$ cat src/rtl/fifo_rd_stream.sv
// fifo_rd_stream: drains a show-ahead async FIFO into a registered valid/ready stream with a 2-entry skid buffer
module fifo_rd_stream #(
    parameter int DSIZE = 8,
    parameter int CNT_W = 16
) (
    input  logic             rclk,
    input  logic             rrst_n,
    input  logic             rempty,
    input  logic [DSIZE-1:0] rdata,
    output logic             rinc,
    output logic             out_valid,
    input  logic             out_ready,
    output logic [DSIZE-1:0] out_data,
    output logic [1:0]       level,
    input  logic             clr_cnt,
    output logic [CNT_W-1:0] xfer_cnt
);
    logic [1:0]       cnt_q, cnt_d;
    logic [DSIZE-1:0] data0_q, data0_d, data1_q, data1_d;
    logic [CNT_W-1:0] xfer_q, xfer_d;
    logic             run_q;
    logic             fetch, pop;
    assign fetch     = run_q & ~rempty & (cnt_q != 2'd2);
    assign pop       = out_valid & out_ready;
    assign rinc      = fetch;
    assign out_valid = cnt_q != 2'd0;
    assign out_data  = data0_q;
    assign level     = cnt_q;
    assign xfer_cnt  = xfer_q;
    // buffer occupancy: data0 is the head, data1 the skid slot filled only when the head is stalled
    always_comb begin
        cnt_d   = cnt_q;
        data0_d = data0_q;
        data1_d = data1_q;
        case (cnt_q)
            2'd0: if (fetch) begin
                data0_d = rdata;
                cnt_d   = 2'd1;
            end
            2'd1: if (fetch && pop) begin
                data0_d = rdata;
            end else if (fetch) begin
                data1_d = rdata;
                cnt_d   = 2'd2;
            end else if (pop) begin
                cnt_d = 2'd0;
            end
            2'd2: if (pop) begin
                data0_d = data1_q;
                cnt_d   = 2'd1;
            end
            default: cnt_d = 2'd0;
        endcase
        xfer_d = clr_cnt ? '0 : pop ? xfer_q + CNT_W'(1) : xfer_q;
    end
    // state registers; run holds fetching off until the first edge after reset release
    always_ff @(posedge rclk or negedge rrst_n) begin
        if (!rrst_n) begin
            cnt_q   <= 2'd0;
            data0_q <= '0;
            data1_q <= '0;
            xfer_q  <= '0;
            run_q   <= 1'b0;
        end else begin
            cnt_q   <= cnt_d;
            data0_q <= data0_d;
            data1_q <= data1_d;
            xfer_q  <= xfer_d;
            run_q   <= 1'b1;
        end
    end
endmodule

$ cat config.mk
export PLATFORM = sky130hd
export DESIGN_NAME = fifo_rd_stream
export DESIGN_NICKNAME = d
export VERILOG_FILES = /design/src/rtl/fifo_rd_stream.sv
export SDC_FILE = /design/constraint.sdc
export NUM_CORES = 1
export LEC_CHECK = 0
export BUFFER_PORTS_ARGS = -buffer_cell sky130_fd_sc_hd__buf_2
export CAP_MARGIN = 20
export CORE_MARGIN = 2
export CORE_UTILIZATION = 45
export DETAILED_ROUTE_END_ITERATION = 16
export MAX_ROUTING_LAYER = met4
export PLACE_DENSITY = 0.69
export SLEW_MARGIN = 20
export SYNTH_ARGS = -nofsm -noshare
export SYNTH_HDL_FRONTEND = slang
export SYNTH_SLANG_ARGS = --single-unit
export TNS_END_PERCENT = 100
$ cat constraint.sdc
create_clock -name rclk -period 1.7 [get_ports rclk]
set_input_delay 0.34 -clock rclk [delete_from_list [all_inputs] [get_ports rclk]]
set_output_delay 0.34 -clock rclk [all_outputs]
set_load 0.01 [all_outputs]
Word level (Yosys, flattened, before mapping)
Cells that the tools add are included.
Widths: inputs -> output; s select.
{"block": "totals", "reg_bits": 35, "input_bits": 13, "out_inout_bits": 28, "wordCells": 39}
{"block": "op_classes", "n_addsub": 1, "eq_ne": 8, "n_mux": 12, "n_bitwise": 5, "reduce_logical": 8}
{"op": "$mux 16", "count": 2}
{"op": "$mux 8", "count": 3}
{"op": "$pmux 8 s3", "count": 1}
{"op": "$add 16x1->16 const B", "count": 1}
{"op": "$mux 2", "count": 5}
{"op": "$ne 2x2->1 const B", "count": 5}
{"op": "$reduce_and 4->1", "count": 2}
{"op": "$pmux 2 s3", "count": 1}
{"op": "$reduce_bool 2->1", "count": 2}
{"op": "$and 1x1->1", "count": 3}
{"op": "$ne 3x3->1 const B", "count": 1}
{"op": "$reduce_and 3->1", "count": 1}
{"op": "$reduce_bool 3->1", "count": 1}
{"op": "$eq 2x1->1 const B", "count": 1}
{"op": "$eq 2x2->1 const B", "count": 1}
{"op": "$logic_not 2->1", "count": 1}
{"op": "$not 1->1", "count": 2}
{"op": "$logic_and 1x1->1", "count": 1}

Longest topological paths before layout
{"block": "depth", "depth_word": 6, "ltp_mapped": 6, "mapped_depth_nobuf": 5}

Worst setup path after synthesis
Ideal clock, no wire load.
{"block": "synth_timing", "kind": "register to output", "startpoint": "register cnt_q[1], in the netlist level[1]", "endpoint": "output port rinc", "arrival_time_ns": 1.078, "required_ns": 1.360, "setup_slack_ns": 0.282, "stages_incl_launch_ff": 5, "path_buffers": 2, "path_cell_list": "dfrtp_1 buf_4 nor2b_1 buf_2 nor2_1"}
{"block": "synth_between", "elab_chain_cells": 2}
{"item": "start, declared", "line": "18", "rtl": "logic [1:0] cnt_q, cnt_d;"}
{"item": "start signal, assigned", "line": "65", "rtl": "cnt_q <= cnt_d;"}
{"item": "$ne 2x2->1", "line": "23", "rtl": "assign fetch = run_q & ~rempty & (cnt_q != 2'd2);"}
{"item": "$and 1x1->1", "line": "23"}
{"item": "end, declared", "line": "10", "rtl": "output logic rinc,"}
No other way between the ends.

Worst setup path in the final report
{"block": "layout_timing", "startpoint": "register cnt_q[0], in the netlist level[0]", "endpoint": "register xfer_q[13], in the netlist xfer_cnt[13]"}
{"block": "layout_between", "elab_chain_cells": 3}
{"item": "$reduce_bool 2->1", "line": "26", "rtl": "assign out_valid = cnt_q != 2'd0;"}
{"item": "$and 1x1->1", "line": "24", "rtl": "assign pop = out_valid & out_ready;"}
{"item": "$reduce_bool 2->1 (no line)"}
{"item": "end signal, assigned", "line": "68", "rtl": "xfer_q <= xfer_d;"}
{"item": "end, declared", "line": "20", "rtl": "logic [CNT_W-1:0] xfer_q, xfer_d;"}
No other way between the ends.
A chain may end at the register's enable or synchronous reset.

==> results.sh <==
export IMPL_outcome="finished, final reports clean"
export IMPL_placed_cell_area_um2=1977
export IMPL_wl_per_cell_um=14.19
export IMPL_root_buffer="clkbuf_8"
export IMPL_clock_fmax_ghz=0.6465
export IMPL_die_area_um2=4325
export IMPL_max_slew_margin_pct=63.42
export IMPL_skew_ps=6.072
export IMPL_grt_max_degree=36
export IMPL_path_max_fanout=10
export IMPL_critPathCaptureType="register"
export IMPL_critical_path_max_stage_delay_ps=520
export IMPL_cap_violations=0
export IMPL_post_route_util_pct=56.43
export IMPL_first_iter_violations=62
export IMPL_layout_common_cells="buf_2, dfrtp_1, nor2_1"
export IMPL_port_buffers=40
export IMPL_total_power_mw=1.994
export IMPL_h_tree_depth=2
export IMPL_mappedNetlistNets=168
export IMPL_crit_required_ps=1860
export IMPL_setup_viol=0
export IMPL_final_layout_size_suffix_gt1_share_pct=33.67
export IMPL_clock_tree_buffer_depth=2
export IMPL_seqCellArea_um2=877.1
export IMPL_crit_slowest_cell="dfrtp_1"
export IMPL_critPathLaunchType="register"
export IMPL_n_fill_cell=332
export IMPL_ios=41
export IMPL_place_congestion=0.8110
export IMPL_synth_cell_types=38
export IMPL_arrival_ps=1700
export IMPL_grt_pass1_wl_mm=5.865
export IMPL_layout_min_cycle_time_ps=1547
export IMPL_area_growth_pct=20.34
export IMPL_rsz0062_at_grt="false"
export IMPL_synthArstFlopShare_pct=100.0
export IMPL_slew_violations=0
export IMPL_diodes=0
export IMPL_path_class="register to register"
export IMPL_final_common_cell="buf_2"
export IMPL_p_leak_nw=0.9778
export IMPL_synth_main_ff_cell="dfrtp_1"
export IMPL_nNetsFinal=213
export IMPL_die_y_um=65.77
export IMPL_ys_seq_area_share_pct=51.02
export IMPL_cp_top_family="compound AO/OA/AOI/OAI gates"
export IMPL_viasPerCell=5.227
export IMPL_gr_total_overflow=0
export IMPL_synth_edf_count=0
export IMPL_cts_tree="done"
export IMPL_drt_pass1_iter_count=4
export IMPL_fin_crit_sh_pct=90.99
export IMPL_hp_class="input pin to async pin"
export IMPL_tns_ps=0
export IMPL_cts_sinks=35
export IMPL_crit_chain="o2111a_1 > nand2_1 > o41ai_1 > a21oi_1"
export IMPL_start_util_pct=46.89
export IMPL_clk_latency_ps=280
export IMPL_cts_hold_buf=0
export IMPL_grt_antenna_before_repair=0
export IMPL_avgSynthCellArea_um2=11.15
export IMPL_grt_pass1_vias=1296
export IMPL_cts_made_buffers=5
export IMPL_drc_errors=0
export IMPL_multiInputGateArea_um2=792.0
export IMPL_dpl_hpwl_mm=2.454
export IMPL_synth_area_leader_cell="dfrtp_1"
export IMPL_tightest_slew_ps=547.1
export IMPL_critPathBufInv=0
export IMPL_synth_warnings=0
export IMPL_synth_area_um2=1717
export IMPL_clk_pin_slew_ps=70
export IMPL_routed_wl_mm=3.504
export IMPL_holdWs_ps=79.67
export IMPL_synth_top_cell_area_share_pct=51.02
export IMPL_cts_resized=0
export IMPL_stdcell_area_um2=2066
export IMPL_synth_seq_cells=35
export IMPL_p_per_area_nw_per_um2=965.1
export IMPL_rows=22
export IMPL_synthesis_instances=154
export IMPL_synth_area_top_cells="dfrtp_1, mux2i_1, nor2_1, a21oi_1, mux2_2"
export IMPL_core_area_um2=3661
export IMPL_peakVddDrop_mv=0.4194
export IMPL_die_w_um=65.77
export IMPL_ant_nets=0
export IMPL_grt_use_total_pct=18.68
export IMPL_hold_viol=0
export IMPL_postCtsSetupBuffers=0
export IMPL_vias=1291
## per-stage QoR
stage	setup WS, ps	cells
final	153.2	247
after global routing	21.64	247
after CTS	100.2	247
after detailed placement	121.3	240
after global placement	218.8	240
after floorplan	281.8	154
## registers in the layout, summed over array words and instances (netlist names)
name / flops
xfer_cnt: 16
out_data: 8
level: 2
data1_q: 8
run_q: 1
## report_power, final
part | internal, mW | switching (mW)
clock network | 0.317 | 0.282
registers | 0.968 | 0.0810
logic | 0.171 | 0.173
total | 1.46 | 0.537
## synthesized netlist by cell type (all sizes together), types with 2 or more instances
library cell,n
a21oi,14
buf,6
dfrtp,35
inv,3
mux2,8
mux2i,10
nand2,7
nand3,2
nand3b,3
nand4,4
nor2,24
nor2b,2
nor3,5
nor4,3
o21ai,2
o41ai,2
or3,2
xnor2,6
xor2,5
## per-layer routing
metal	track usage [%]	wire (um)
met4	7.031	50
met5	-	0
met1	23.44	1713
met2	28.41	1573
met3	5.822	168
## worst reg2reg max path, delay by kind of cell (launching register included)
kind               cells  cell delay [ps]
and+or+nand+nor        1              100
AOI/OAI and AO/OA      3              800
DFF                    1              520
## final timing paths
path / startpoint / end / slack [ps] / cells past startpoint
hold / removal: rrst_n / xfer_cnt[8] / 80 / 2
setup / recovery: level[0] / xfer_cnt[13] / 150 / 4
min in group rclk: rdata[0] / data1_q[0] / 290 / 2
setup reg to reg: level[0] / xfer_cnt[13] / 150 / 4
hold reg to reg: data1_q[6] / data1_q[6] / 490 / 1
max in group asynchronous: rrst_n / level[1] / 1290 / 2
## logic make-up (layout without fill, tap and decap cells)
kind of cell    count (synthesis)  after routing  share of synthesized area, %
simple gates                   55             55                         19.31
compound gates                 23             23                         9.184
fa+ha+maj                       1              1                        0.7287
flops                          35             35                         51.02
xor+xnor                       11             11                         5.612
other cells                     1              1                        0.2184
mux                            18             18                         11.08
buf+inv                        10             55                         2.842
## final cells by class
class,instances,share of cell area [%]
repair buffers,45,11.51
clock buffers,6,3.998
inverters,3,0.5451
multi-input cells,109,38.34
flip-flops and latches,35,42.46
well taps,48,2.907
clock inverters,1,0.2423
No activity file was read; power rests on OpenSTA's default activity.
